$ cat src/rtl/instr_encoder.sv
// RV32I instruction encoder: accepts decoded ADDI/LW/BNE fields over valid/ready,
// validates and encodes them, and writes the words sequentially into instruction memory.
module instr_encoder #(
    parameter int unsigned DATA_WIDTH = 32,
    parameter int unsigned ADDR_WIDTH = 8,
    parameter int unsigned OP_WIDTH   = 2
) (
    input  logic                  clk,
    input  logic                  rst,
    input  logic                  clear,
    input  logic                  in_valid,
    output logic                  in_ready,
    input  logic [OP_WIDTH-1:0]   in_op,
    input  logic [4:0]            in_rd,
    input  logic [4:0]            in_rs1,
    input  logic [4:0]            in_rs2,
    input  logic [DATA_WIDTH-1:0] in_imm,
    output logic                  mem_we,
    output logic [ADDR_WIDTH-1:0] mem_addr,
    output logic [DATA_WIDTH-1:0] mem_wdata,
    output logic                  full,
    output logic                  err,
    output logic [1:0]            err_code
);

    localparam logic [OP_WIDTH-1:0]   OP_ADDI   = OP_WIDTH'(0);
    localparam logic [OP_WIDTH-1:0]   OP_LW     = OP_WIDTH'(1);
    localparam logic [OP_WIDTH-1:0]   OP_BNE    = OP_WIDTH'(2);
    localparam logic [1:0]            CODE_OK   = 2'd0;
    localparam logic [1:0]            CODE_RANGE = 2'd1;
    localparam logic [1:0]            CODE_ALIGN = 2'd2;
    localparam logic [1:0]            CODE_OP   = 2'd3;
    localparam logic [ADDR_WIDTH-1:0] PTR_LAST  = {{(ADDR_WIDTH-2){1'b1}}, 2'b00};
    localparam logic [ADDR_WIDTH-1:0] PTR_STEP  = ADDR_WIDTH'(4);

    typedef enum logic [1:0] {IDLE, ENC, WR} state_t;

    state_t                state;
    logic [OP_WIDTH-1:0]   op_q;
    logic [4:0]            rd_q;
    logic [4:0]            rs1_q;
    logic [4:0]            rs2_q;
    logic [DATA_WIDTH-1:0] imm_q;
    logic [ADDR_WIDTH-1:0] ptr;
    logic                  we_q;

    logic [DATA_WIDTH-1:0] enc_word;
    logic [1:0]            enc_code;
    logic                  i_fits;
    logic                  b_fits;

    // Range checks reduce to sign-extension tests: all bits above the field must match.
    always_comb begin
        enc_word = '0;
        enc_code = CODE_OK;
        i_fits   = (&imm_q[DATA_WIDTH-1:11]) | ~(|imm_q[DATA_WIDTH-1:11]);
        b_fits   = (&imm_q[DATA_WIDTH-1:12]) | ~(|imm_q[DATA_WIDTH-1:12]);
        case (op_q)
            OP_ADDI: begin
                enc_word = DATA_WIDTH'({imm_q[11:0], rs1_q, 3'b000, rd_q, 7'b0010011});
                if (!i_fits) enc_code = CODE_RANGE;
            end
            OP_LW: begin
                enc_word = DATA_WIDTH'({imm_q[11:0], rs1_q, 3'b010, rd_q, 7'b0000011});
                if (!i_fits) enc_code = CODE_RANGE;
            end
            OP_BNE: begin
                enc_word = DATA_WIDTH'({imm_q[12], imm_q[10:5], rs2_q, rs1_q, 3'b001,
                                        imm_q[4:1], imm_q[11], 7'b1100011});
                if (imm_q[0])     enc_code = CODE_ALIGN;
                else if (!b_fits) enc_code = CODE_RANGE;
            end
            default: enc_code = CODE_OP;
        endcase
    end

    // Control FSM with registered write port and status.
    always_ff @(posedge clk) begin
        if (rst) begin
            state     <= IDLE;
            op_q      <= '0;
            rd_q      <= '0;
            rs1_q     <= '0;
            rs2_q     <= '0;
            imm_q     <= '0;
            ptr       <= '0;
            we_q      <= 1'b0;
            mem_addr  <= '0;
            mem_wdata <= '0;
            full      <= 1'b0;
            err       <= 1'b0;
            err_code  <= CODE_OK;
        end else if (clear) begin
            state    <= IDLE;
            ptr      <= '0;
            we_q     <= 1'b0;
            full     <= 1'b0;
            err      <= 1'b0;
            err_code <= CODE_OK;
        end else begin
            case (state)
                IDLE: begin
                    if (in_valid && !full) begin
                        op_q  <= in_op;
                        rd_q  <= in_rd;
                        rs1_q <= in_rs1;
                        rs2_q <= in_rs2;
                        imm_q <= in_imm;
                        state <= ENC;
                    end
                end
                ENC: begin
                    if (enc_code == CODE_OK) begin
                        we_q      <= 1'b1;
                        mem_addr  <= ptr;
                        mem_wdata <= enc_word;
                        state     <= WR;
                    end else begin
                        err      <= 1'b1;
                        err_code <= enc_code;
                        state    <= IDLE;
                    end
                end
                WR: begin
                    we_q  <= 1'b0;
                    ptr   <= ptr + PTR_STEP;
                    if (ptr == PTR_LAST) full <= 1'b1;
                    state <= IDLE;
                end
                default: state <= IDLE;
            endcase
        end
    end

    // A clear or reset in the write cycle suppresses the strobe immediately.
    assign in_ready = (state == IDLE) & ~full & ~clear & ~rst;
    assign mem_we   = we_q & ~clear & ~rst;

endmodule

$ cat config.mk
export PLATFORM = sky130hd
export DESIGN_NAME = instr_encoder
export DESIGN_NICKNAME = d
export VERILOG_FILES = /design/src/rtl/instr_encoder.sv
export SDC_FILE = /design/constraint.sdc
export NUM_CORES = 1
export LEC_CHECK = 0
export CAP_MARGIN = 20
export CORE_MARGIN = 4
export CORE_UTILIZATION = 52
export DETAILED_ROUTE_END_ITERATION = 12
export GPL_ROUTABILITY_DRIVEN = 0
export PLACE_DENSITY = 0.85
export SYNTH_ARGS = -nofsm -noshare
export SYNTH_HDL_FRONTEND = slang
export SYNTH_SLANG_ARGS = --single-unit
$ cat constraint.sdc
create_clock -name clk -period 2.6 [get_ports clk]
set_input_delay 0.39 -clock clk [delete_from_list [all_inputs] [get_ports clk]]
set_output_delay 0.39 -clock clk [all_outputs]
set_load 0.03 [all_outputs]
# Word-level counts from Yosys, hierarchy flattened
# Cells that the tools add are included.
# W data, S select, Z words.
# op_classes
n_addsub	1
n_eq_ne	7
mux	10
bitwise_logic	13
reduce_logical	17
# ops
cell	n
$pmux W32 S3	1
$reduce_and A21 Y1	1
$reduce_or A21 Y1	1
$reduce_and A20 Y1	1
$reduce_or A20 Y1	1
$add A8 B3 Y8 const B	1
$eq A8 B8 Y1 const B	1
$pmux W2 S2	2
$logic_not A2 Y1	3
$mux W2	3
$not A1 Y1	6
$reduce_and A2 Y1	3
$reduce_and A3 Y1	2
$and A1 B1 Y1	5
$eq A2 B1 Y1 const B	2
$eq A2 B2 Y1 const B	2
$ne A2 B2 Y1 const B	2
$reduce_or A2 Y1	2
$mux W1	3
$or A1 B1 Y1	2
$pmux W1 S2	1
$reduce_bool A2 Y1	1
$logic_and A1 B1 Y1	1
$logic_not A1 Y1	1
# totals
regBits	104
output_inout_bits	46
elab_cells	61

# Logic depth before layout (Yosys ltp)
# Gate-level depths: netlist (run 1).
# depth
ltp_word	9
mapped_depth	8
ltp_nobuf	6

# Worst setup path after synthesis (run 1)
# Ideal clock, no wire load.
# synth_path
path_kind	register to register
from	register imm_q[22]
to	register mem_wdata[4]
setup_time_ps	70
t_arrival_ps	1601
setup_slack_ps	929
path_stages_with_launch	7
n_path_buf	0
synth_period_minus_slack_ps	1671
cell_sequence	dfxtp_1 -> nor4_1 -> nand3_1 -> nor2_1 -> o211ai_2 -> or4_1 -> a21oi_1
# synth_between
elab_chain_len	8
# synth_lines
item	line_no	rtl
from (decl)	43	logic [DATA_WIDTH-1:0] imm_q;
from (signal assigned)	108	imm_q <= in_imm;
$reduce_or A20 Y1	57	b_fits = (&imm_q[DATA_WIDTH-1:12]) | ~(|imm_q[DATA_WIDTH-1:12]);
$not A1 Y1	57	
$or A1 B1 Y1	57	
$mux W1	71	else if (!b_fits) enc_code = CODE_RANGE;
$mux W2	70	if (imm_q[0]) enc_code = CODE_ALIGN;
$pmux W2 S2 (*)	58	case (op_q)
$logic_not A2 Y1 (*)	113	if (enc_code == CODE_OK) begin
$reduce_and A3 Y1 (no line) (*)	n/a	
to (signal assigned)	116	mem_wdata <= enc_word;
to (decl)	20	output logic [DATA_WIDTH-1:0] mem_wdata,
# Every way passes the cells marked *; elsewhere a longest branch is shown, timed or not.
# A chain may end at the register's enable or synchronous reset.

# Worst setup path in the final report (run 1)
# layout_path
from	input clear
to	output in_ready
# layout_between
elab_chain_len	3
# layout_lines
item	line_no	rtl
from (decl)	10	input logic clear,
$not A1 Y1 (no line)	n/a	
$and A1 B1 Y1 (2 in series)	136	assign in_ready = (state == IDLE) & ~full & ~clear & ~rst;
to (decl)	12	output logic in_ready,
# Every way passes these cells.

==> results.md, run 1 <==
- Busiest grt layer: met2
- Largest family of logic cells by synthesized area: simple AND/OR/NAND/NOR gates
- Post-synth EDFFs: 0
- Max Clock Skew: 9.04 ps
- Max-cap viol count: 0
- M2 GR Usage: 0.349
- Worst-skew pair later-pin latency: 350 ps
- Diodes inserted: 0
- Drt via density: 5.40
- Area of the core: 0.00691 mm²
- IO Count: 99
- Compound-Gate Fraction of Synth Area: 0.190
- HPWL after detailed placement: 6560 µm
- CTS tree: done
- Design Area, Final: 0.00490 mm²
- Initial Util: 0.545
- RSZ-0062 raised after global routing: false
- Grt met3 use: 0.0370
- Worst EP arrival: 1950 ps
- Final wirelength: 9480 µm
- Cell Rows: 30
- Setup bufs post-CTS: 0
- Worst-path clk slew: 80 ps
- Largest net degree at the start of global routing: 86
- Pwr/cell area: 568 mW/mm²
- Flops & latches, synth: 94
- Status: completed
- Crit-path cells: clkdlybuf4s50_1 > nor2_1 > and2_1 > clkdlybuf4s50_1
- Post-synthesis mux area share: 0.00798
- Largest stage delay, worst path: 660 ps
- First-pass GRT wire length: 15000 µm
- Worst slew pin tran: 854 ps
- Layout fillers: 574
- Crit end category: output port
- Post-layout util: 0.710
- Max clock buf depth: 2
- Final worst path period share: 0.900
- Layout Area Growth over Synthesis: 30.4%
- R2R cell count: 6
- Gr ovfl total: 0
- Hold Path Class: input port to register
- Synth cell types: 38
- Initial antenna violation count: 0
- Total GRT Usage: 0.215
- Hold Crit Start: rst
- Total CTS buffers: 9
- CP dominant cell by count: clkdlybuf4s50_1
- Cell family with most CP delay: buffers and inverters
- Synth warnings: 0
- Cts hold-fix bufs: 0
- Met1 track demand over resource: 0.288
- Final ANT Viol Nets: 0
- Vias in the first global route: 3186
- Post-synthesis simple-gate area fraction: 0.227
- Slew Viols, Final: 0
- CTS sink cnt: 94
- TritonRoute pass-1 iters: 4
- Mapped Avg Cell Area: 7.92 µm²
- Crit path depth: 4
- DR iter-0 viols: 272
- Layout cells sized above 1: 0.0578
- Rel. slew slack: 0.431
- CP max-delay cell: clkdlybuf4s50_1
- Synth Instances: 475
- CP Data Required Time: 2210 ps
- Setup violations, final: 0
- Post-synthesis adder-cell area fraction: 0.00333
- Xor and xnor area share after synthesis: 0.00931
- Critical path peak fanout: 6
- FFs w/ async S/R, synth: 0
- Crit Path Class: input port to output port
- Max rail drop VDD: 0.306 mV
- Lkg Pwr: 1.70 nW
- Startpoint types: input port
- Reg-to-reg endpoint: mem_wdata[24]$_SDFFE_PP0P_
- CP bufs+invs: 2
- Port buffer count: 93
- Worst flop-to-flop path startpoint: imm_q[26]$_SDFFE_PP0P_
- Total vias in the final route: 3511
- Die area: 0.00866 mm²
- DP Area: 0.00470 mm²
- Die Wd: 93.0 µm
- FMAX: 427 MHz
- Die H: 93.0 µm
- Final nets: 603
- Final hold vios: 0
- R2R Setup Slk: 390 ps
- Cell Area, Synth: 0.00376 mm²
- Register area share after synthesis: 0.500
- Clk root buf: clkbuf_8
- Prevailing post-synth register cell: dfxtp_1
- Resize count post-CTS: 0
- Crit path launch: clear
- Final min period: 2340 ps
- Power consumption: 2.79 mW
- DRC errors left: 0
- Per-cell routed wire length: 14.6 µm
- Post-Route Setup TNS: 0 ps
- Worst setup path endpoint: in_ready
- H-tree depth: 3
- Hold Slack: 369 ps
==> sequential cells by signal, summed over array words and instances, names as in the netlist <==
name / flops
mem_addr: 6
rs1_q: 5
ptr: 6
err: 1
op_q: 2
mem_wdata: 26
state: 2
imm_q: 32
rs2_q: 5
err_code: 2
we_q: 1
rd_q: 5
full: 1
==> per-layer routing <==
metal / vias up / part of all wire
met5: - / 0
met4: 0 / 0.013
met3: 13 / 0.067
met2: 112 / 0.49
met1: 1629 / 0.43
li1: 1757 / -
==> cell usage after synthesis, types with 2 or more instances <==
library cell | instances | area, µm²
buf_2 | 5 | 25.0
a31o_1 | 5 | 43.8
mux2i_1 | 3 | 30.0
nor2b_1 | 8 | 50.1
nand3b_1 | 5 | 37.5
nand3_1 | 24 | 120
buf_4 | 9 | 67.6
nor2_1 | 16 | 60.1
nor4_1 | 10 | 62.6
or3_1 | 4 | 25.0
o21ai_0 | 34 | 170
a21oi_1 | 85 | 425
inv_1 | 7 | 26.3
nand4_1 | 6 | 37.5
clkbuf_1 | 30 | 113
xnor2_1 | 2 | 17.5
xor2_1 | 2 | 17.5
nand2_1 | 105 | 394
nor3_1 | 3 | 15.0
dfxtp_1 | 94 | 1880
==> how the worst min path moves through the flow <==
stage | end | slack (ps) | cells past startpoint
CTS | err$_SDFFE_PP0P_ | 350 | 4
floorplan | rs2_q[4]$_SDFFE_PP0P_ | 430 | 2
detailed placement | rd_q[2]$_SDFFE_PP0P_ | 450 | 2
global placement | imm_q[8]$_SDFFE_PP0P_ | 440 | 2
finish | err$_SDFFE_PP0P_ | 370 | 4
global route | err$_SDFFE_PP0P_ | 380 | 4
==> worst min-delay path: cells and delay by family <==
kind	cells	cell delay, ps
AOI/OAI and AO/OA	2	120
buffers and inverters	1	90
and+or+nand+nor	1	70
==> metrics by stage <==
stage / std cells / worst slack [ps]
finish: 650 / 261
floorplan: 479 / 929
CTS: 650 / 271
detailed placement: 634 / 278
global placement: 634 / 327
global route: 650 / 194
==> report_power, final <==
part | internal, mW | switching, mW | total (mW)
logic | 0.130 | 0.166 | 0.296
registers | 1.48 | 0.0295 | 1.51
clock network | 0.478 | 0.505 | 0.983
total | 2.08 | 0.701 | 2.79
==> cells by family (layout without fill, tap and decap cells) <==
family	after synthesis	in the layout
and+or+nand+nor	188	188
AOI/OAI and AO/OA	133	133
DFF	94	94
buffers and inverters	51	126
xor gates and xnor gates	4	4
muxes	3	3
adders and majority gates	1	1
other	1	5
==> cell usage in the layout, fill, tap and decap left out, drive strengths merged, types with 2 or more instances in the layout <==
cell           instances
xor2                   2
nor4                  10
dfxtp                 94
mux2i                  3
clkbuf                10
buf                   11
clkinv                 2
inv                    9
xnor2                  2
o21ai                 35
nand2                105
nor2                  16
nand4                  6
nand3                 24
or3                    4
a21oi                 85
conb                   5
nand3b                 5
nor3                   3
clkdlybuf4s50         92
a31o                   5
nor2b                  8
==> final cells by class <==
class,instances,area [µm²],area share
inverter,7,26.3,0.00536
sequential,94,1880,0.384
clock inverter,6,68.8,0.0140
tap,96,120,0.0245
clock buffer,10,138,0.0281
multi-input combinational,334,1670,0.340
timing repair buffer,103,1000,0.204
Note: power is estimated with default switching activity, not from simulation.
==> inputs of run 2 (changes only) <==
--- a/config.mk
+++ b/config.mk
@@ -5,7 +5,6 @@
 export SDC_FILE = /design/constraint.sdc
 export NUM_CORES = 1
 export LEC_CHECK = 0
-export CAP_MARGIN = 20
 export CORE_MARGIN = 4
 export CORE_UTILIZATION = 52
 export DETAILED_ROUTE_END_ITERATION = 12
==> results of run 2 <==
The final DEF is identical to that of run 1; final timing and power are the same.
==> inputs of run 3 (changes only) <==
--- a/config.mk
+++ b/config.mk
@@ -7,6 +7,7 @@
 export LEC_CHECK = 0
 export CORE_MARGIN = 4
 export CORE_UTILIZATION = 52
+export CTS_CLUSTER_SIZE = 28
 export DETAILED_ROUTE_END_ITERATION = 12
 export GPL_ROUTABILITY_DRIVEN = 0
 export PLACE_DENSITY = 0.85
==> results of run 3 <==
The final DEF is identical to that of run 1; final timing and power are the same.
==> variant 1: new RTL, config.mk and constraints of run 1 <==
Set the parameter `ADDR_WIDTH` to 7 (it was 8).
--- a/src/rtl/instr_encoder.sv
+++ b/src/rtl/instr_encoder.sv
@@ -4,3 +4,3 @@
     parameter int unsigned DATA_WIDTH = 32,
-    parameter int unsigned ADDR_WIDTH = 8,
+    parameter int unsigned ADDR_WIDTH = 7,
     parameter int unsigned OP_WIDTH   = 2
Interface: changed (resized mem_addr); port bits go from 99 to 98. No check against the original RTL was run, so the function may have changed too.
==> variant 1 against run 1 <==
  * Design area shrank 1.2%
  * Routed wire length shrank 1.2%
  * Die area is 1.3% lower
  * Power fell by 0.99%
  * Sequential cell count decreased by 2
  * Clock skew barely moved
  * Sequential share of layout area down 0.34 points
  * Register-to-register slack improved by 50 ps
  * Utilization down 0.50 points
  * Synthesized area down 1.4%
  * Worst setup slack lost 34 ps
  * Sequential power down 3%
  * Critical endpoint is now mem_we
  * Largest cell class unchanged
==> variant 1: results (changes against run 1) <==
Critical path
  • Worst r2r dst: mem_wdata[20]$_SDFFE_PP0P_ (was mem_wdata[24]$_SDFFE_PP0P_)
  • Worst r2r path cells: 7 (was 6)
  • RR Startpoint: imm_q[22]$_SDFFE_PP0P_ (was imm_q[26]$_SDFFE_PP0P_)

Route
  • Met1 wire length: 4026 µm (was 4091 µm)
  • Met3 wire length: 712 µm (was 631 µm)
  • Routed wl met2: 4474 µm (was 4628 µm)
  • WL final: 9363 µm (was 9477 µm)

Logic synthesis
  • Xor/xnor share of the synthesized area: 0.007085 (was 0.009315)
  • Adder-cell share of the synthesized area: 0.006748 (was 0.003327)
  • Post-synthesis mux area share: 0.008097 (was 0.007984)
  • Compound-gate portion of the synthesized area: 0.1886 (was 0.1900)
  • Synth top cells by count: nand2_1 (103), dfxtp_1 (92), a21oi_1 (84) (was nand2_1 (105), dfxtp_1 (94), a21oi_1 (85))
  • Synth top area cells: dfxtp_1 (50%), a21oi_1 (11%), nand2_1 (10%) (unchanged)

Power
  • Maximum vdd drop: 0.0004205 V (was 0.0003064 V)
  • Leak: 1.698 nW (was 1.699 nW)
  • Sw frac: 0.2477 (was 0.2516)

Global routing
  • Vias in the first global route: 3344 (was 3186)
  • Met2 Use GR: 0.3668 (was 0.3485)
  • GR Util met1: 0.2686 (was 0.2885)
  • Largest net degree at the start of global routing: 85 (was 86)
  • Routing usage on met3: 0.05686 (was 0.03701)

STA
  • Worst-margin pin slew: 839.6 ps (was 853.7 ps)
  • Clk_skew: 9.315 ps (was 9.043 ps)

Outcome
  • Status: complete, no violations (unchanged)

Place
  • Post-DP HPWL: 6379 µm (was 6556 µm)

Layout
  • Share of cells above drive strength 1: 0.06239 (was 0.05776)
==> variant 1: power groups by stage <==
stage	combinational, mW	sequential, mW	clock, mW
floorplan	0.176	1.50	0
global placement	0.288	1.50	0
detailed placement	0.294	1.51	0
CTS	0.295	1.47	1.01
global route	0.322	1.48	1.07
finish	0.296	1.47	0.988
==> variant 1: kinds of logic after synthesis <==
logic type      count (synthesis)
fa+ha+maj                       2
flops                          92
simple gates                  184
xor+xnor                        3
compound gates                130
buf+inv                        51
other cells                     1
mux                             3
==> variant 1: worst max-delay path by stage <==
stage	start	to	slack, ps	depth (start not counted)
after floorplan	imm_q[22]$_SDFFE_PP0P_	mem_wdata[4]$_SDFFE_PP0P_	950	6
after global placement	clear	in_ready	300	4
after detailed placement	clear	in_ready	250	4
after CTS	clear	in_ready	250	4
after global routing	clear	mem_we	150	5
final	clear	mem_we	230	5
==> variant 1: metrics by stage <==
stage	worst slack (ps)	power, mW	std cells
after CTS	245.4	2.776	641
final	226.4	2.758	641
after floorplan	950.6	1.676	470
after global placement	304.7	1.792	625
after global routing	147.6	2.874	641
after detailed placement	253.9	1.799	625
==> variant 1: critical path, stage by stage <==
cell and delay [ps]:
clkdlybuf4s50_1 500, nor2_1 250, nand2_1 120, inv_1 60, clkdlybuf4s50_1 660
==> variant 1: final cells by class <==
| type | count | area, µm² |
|---|---|---|
| Fill cell | 553 | 2026 |
| Timing Repair Buffer | 103 | 998.5 |
| Multi-Input combinational cell | 327 | 1647 |
| Tap cell | 96 | 120.1 |
| Inverter | 7 | 26.28 |
| Sequential cell | 92 | 1842 |
| Clock buffer | 11 | 151.4 |
| Clock inverter | 5 | 58.81 |
==> variant 2: new RTL, config.mk and constraints of run 1 <==
Made on the original files. Re-encode `state_t` (3 states) as one-hot, 3 bits wide.
--- a/src/rtl/instr_encoder.sv
+++ b/src/rtl/instr_encoder.sv
@@ -35,3 +35,3 @@
 
-    typedef enum logic [1:0] {IDLE, ENC, WR} state_t;
+    typedef enum logic [2:0] {IDLE = 3'b001, ENC = 3'b010, WR = 3'b100} state_t;
 
Formal check against the unedited RTL: same outputs for any inputs over 4 cycles, from zero or initial values and one cycle with rst high; so few cycles prove little.
==> variant 2 against run 1 <==
  * Worst setup slack worse by 27 ps
  * Register-to-register slack better by 180 ps
  * Synthesized cell count up 1.1%
  * Sequential cell count up 1
  * Worst hold slack worse by 15 ps
  * Highest routed layer unchanged
  * Power up 0.25%
  * Critical endpoint is now mem_we
  * Routed wire length up 7.0%
  * Design area up 4.7%
  * Synthesized area up 6.8%
==> variant 2: results (changes against run 1) <==
Outcome
  • Status: complete, no violations (unchanged)

Global routing
  • Vias in the first global route: 3430 (was 3186)
  • Largest net degree at the start of global routing: 58 (was 86)
  • First-pass GRT wire length: 16260 µm (was 14990 µm)
  • Total GRT Usage: 0.2241 (was 0.2153)
  • Initial antenna violation count: 0 (unchanged)

Power
  • Leak: 1.674 nW (was 1.699 nW)
  • Cell Int Power: 2.058 mW (was 2.084 mW)
  • Maximum vdd drop: 0.0003171 V (was 0.0003064 V)

Place
  • Port Buffers: 93 (unchanged)
  • Post-DP HPWL: 6990 µm (was 6556 µm)

STA
  • Worst-margin pin slew: 569.1 ps (was 853.7 ps)
  • Clk_skew: 9.169 ps (was 9.043 ps)

Critical path
  • Crit Path Max Fanout: 6 (unchanged)
  • Worst endpoint data arrival time: 1980 ps (was 1950 ps)
  • Slowest cell delay on critical path: 660 ps (about the same)
  • CP max stage cell: clkdlybuf4s50_1 (unchanged)

Route
  • Vias: 3699 (was 3511)
  • DR iter-0 viols: 257 (was 272)
  • Routed wl met2: 4892 µm (was 4628 µm)
  • Met3 wire length: 618 µm (was 631 µm)
  • # DRC: 0 (unchanged)
  • Met1 wire length: 4519 µm (was 4091 µm)
  • Highest metal used: met4 (unchanged)
  • Drt wl/cell: 15.45 µm (was 14.58 µm)
  • TritonRoute pass-1 iters: 4 (unchanged)

Clock network
  • Clock Root Buffer: clkbuf_8 (unchanged)
  • Reg clk slew, reported paths: approximately 90 ps
  • CTS Buf Count: 9 (unchanged)

Logic synthesis
  • Synth top cells by count: nand2_1 (103), dfxtp_1 (95), a21oi_1 (73) (was nand2_1 (105), dfxtp_1 (94), a21oi_1 (85))
  • Sequential fraction of the synthesis area: 0.4735 (was 0.5003)
  • Synth top area cells: dfxtp_1 (47%), nand2_1 (9.6%), a21oi_1 (9.1%) (was dfxtp_1 (50%), a21oi_1 (11%), nand2_1 (10%))
  • Distinct cells, synth: 44 (was 38)

Layout
  • Fillers: 592 (was 574)
  • Post-layout nets: 607 (was 603)
  • Share of cells above drive strength 1: 0.08977 (was 0.05776)

Hold path
  • Min-delay worst type: input pin to flop (unchanged)
-- variant 2: worst paths after layout --
check / endpoint / start / slack [ps] / cells past startpoint
max: mem_we / clear / 230 / 4
min: err$_SDFFE_PP0P_ / rst / 350 / 3
max reg2reg: mem_wdata[13]$_SDFFE_PP0P_ / imm_q[22]$_SDFFE_PP0P_ / 570 / 6
min reg2reg: rd_q[4]$_SDFFE_PP0P_ / rd_q[4]$_SDFFE_PP0P_ / 460 / 2
-- variant 2: per-layer routing --
metal  up-vias  track usage
met4         0      0.04739
met1      1733       0.2988
met5         -            0
li1       1832            -
met3        12      0.05786
met2       122       0.3671
-- variant 2: cells by family (layout without fill, tap and decap cells) --
| kind of cell | after synthesis | count (layout) | synth area share |
|---|---|---|---|
| other | 1 | 5 | 0.0009337 |
| buffers and inverters | 50 | 123 | 0.06355 |
| XOR/XNOR | 5 | 5 | 0.01091 |
| flip-flops | 95 | 95 | 0.4735 |
| AND/OR/NAND/NOR | 196 | 196 | 0.2346 |
| AO/OA/AOI/OAI | 129 | 129 | 0.2056 |
| adder cells (fa/ha/maj) | 1 | 1 | 0.003115 |
| multiplexers | 3 | 3 | 0.007788 |
-- variant 2: stage by stage --
step / worst slack (ps) / hold WS [ps] / std cells / instance area, µm² / util
after global routing: 178.5 / 358.7 / 656 / 5137 / 0.6971
after global placement: 297.5 / 443.3 / 641 / 4954 / 0.6722
final: 234.1 / 354.3 / 656 / 5137 / 0.6971
after CTS: 230.9 / 354.3 / 656 / 5137 / 0.6971
after detailed placement: 221.6 / 447.5 / 641 / 4954 / 0.6722
after floorplan: 543.9 / 436.5 / 484 / 4031 / -
-- variant 2: worst min-delay path, stage by stage --
cell    delay, ps
buf_2         100
nor2_1         70
o21a_1        100
-- variant 2: layout make-up --
| class | count | area [µm²] | area share |
|---|---|---|---|
| Sequential cell | 95 | 1902 | 0.3702 |
| Multi-Input combinational cell | 339 | 1883 | 0.3665 |
| Timing Repair Buffer | 107 | 1041 | 0.2026 |
| Clock buffer | 13 | 168.9 | 0.03288 |
| Tap cell | 99 | 123.9 | 0.02411 |
| Clock inverter | 2 | 15.01 | 0.002923 |
| Inverter | 1 | 3.754 | 0.0007306 |
-- variant 2: power by group through the flow --
stage | Clock, mW | Sequential, mW | Combinational (mW)
floorplan | 0 | 1.55 | 0.242
global placement | 0 | 1.55 | 0.357
detailed placement | 0 | 1.55 | 0.366
CTS | 0.909 | 1.52 | 0.367
global route | 0.973 | 1.52 | 0.401
finish | 0.906 | 1.52 | 0.369
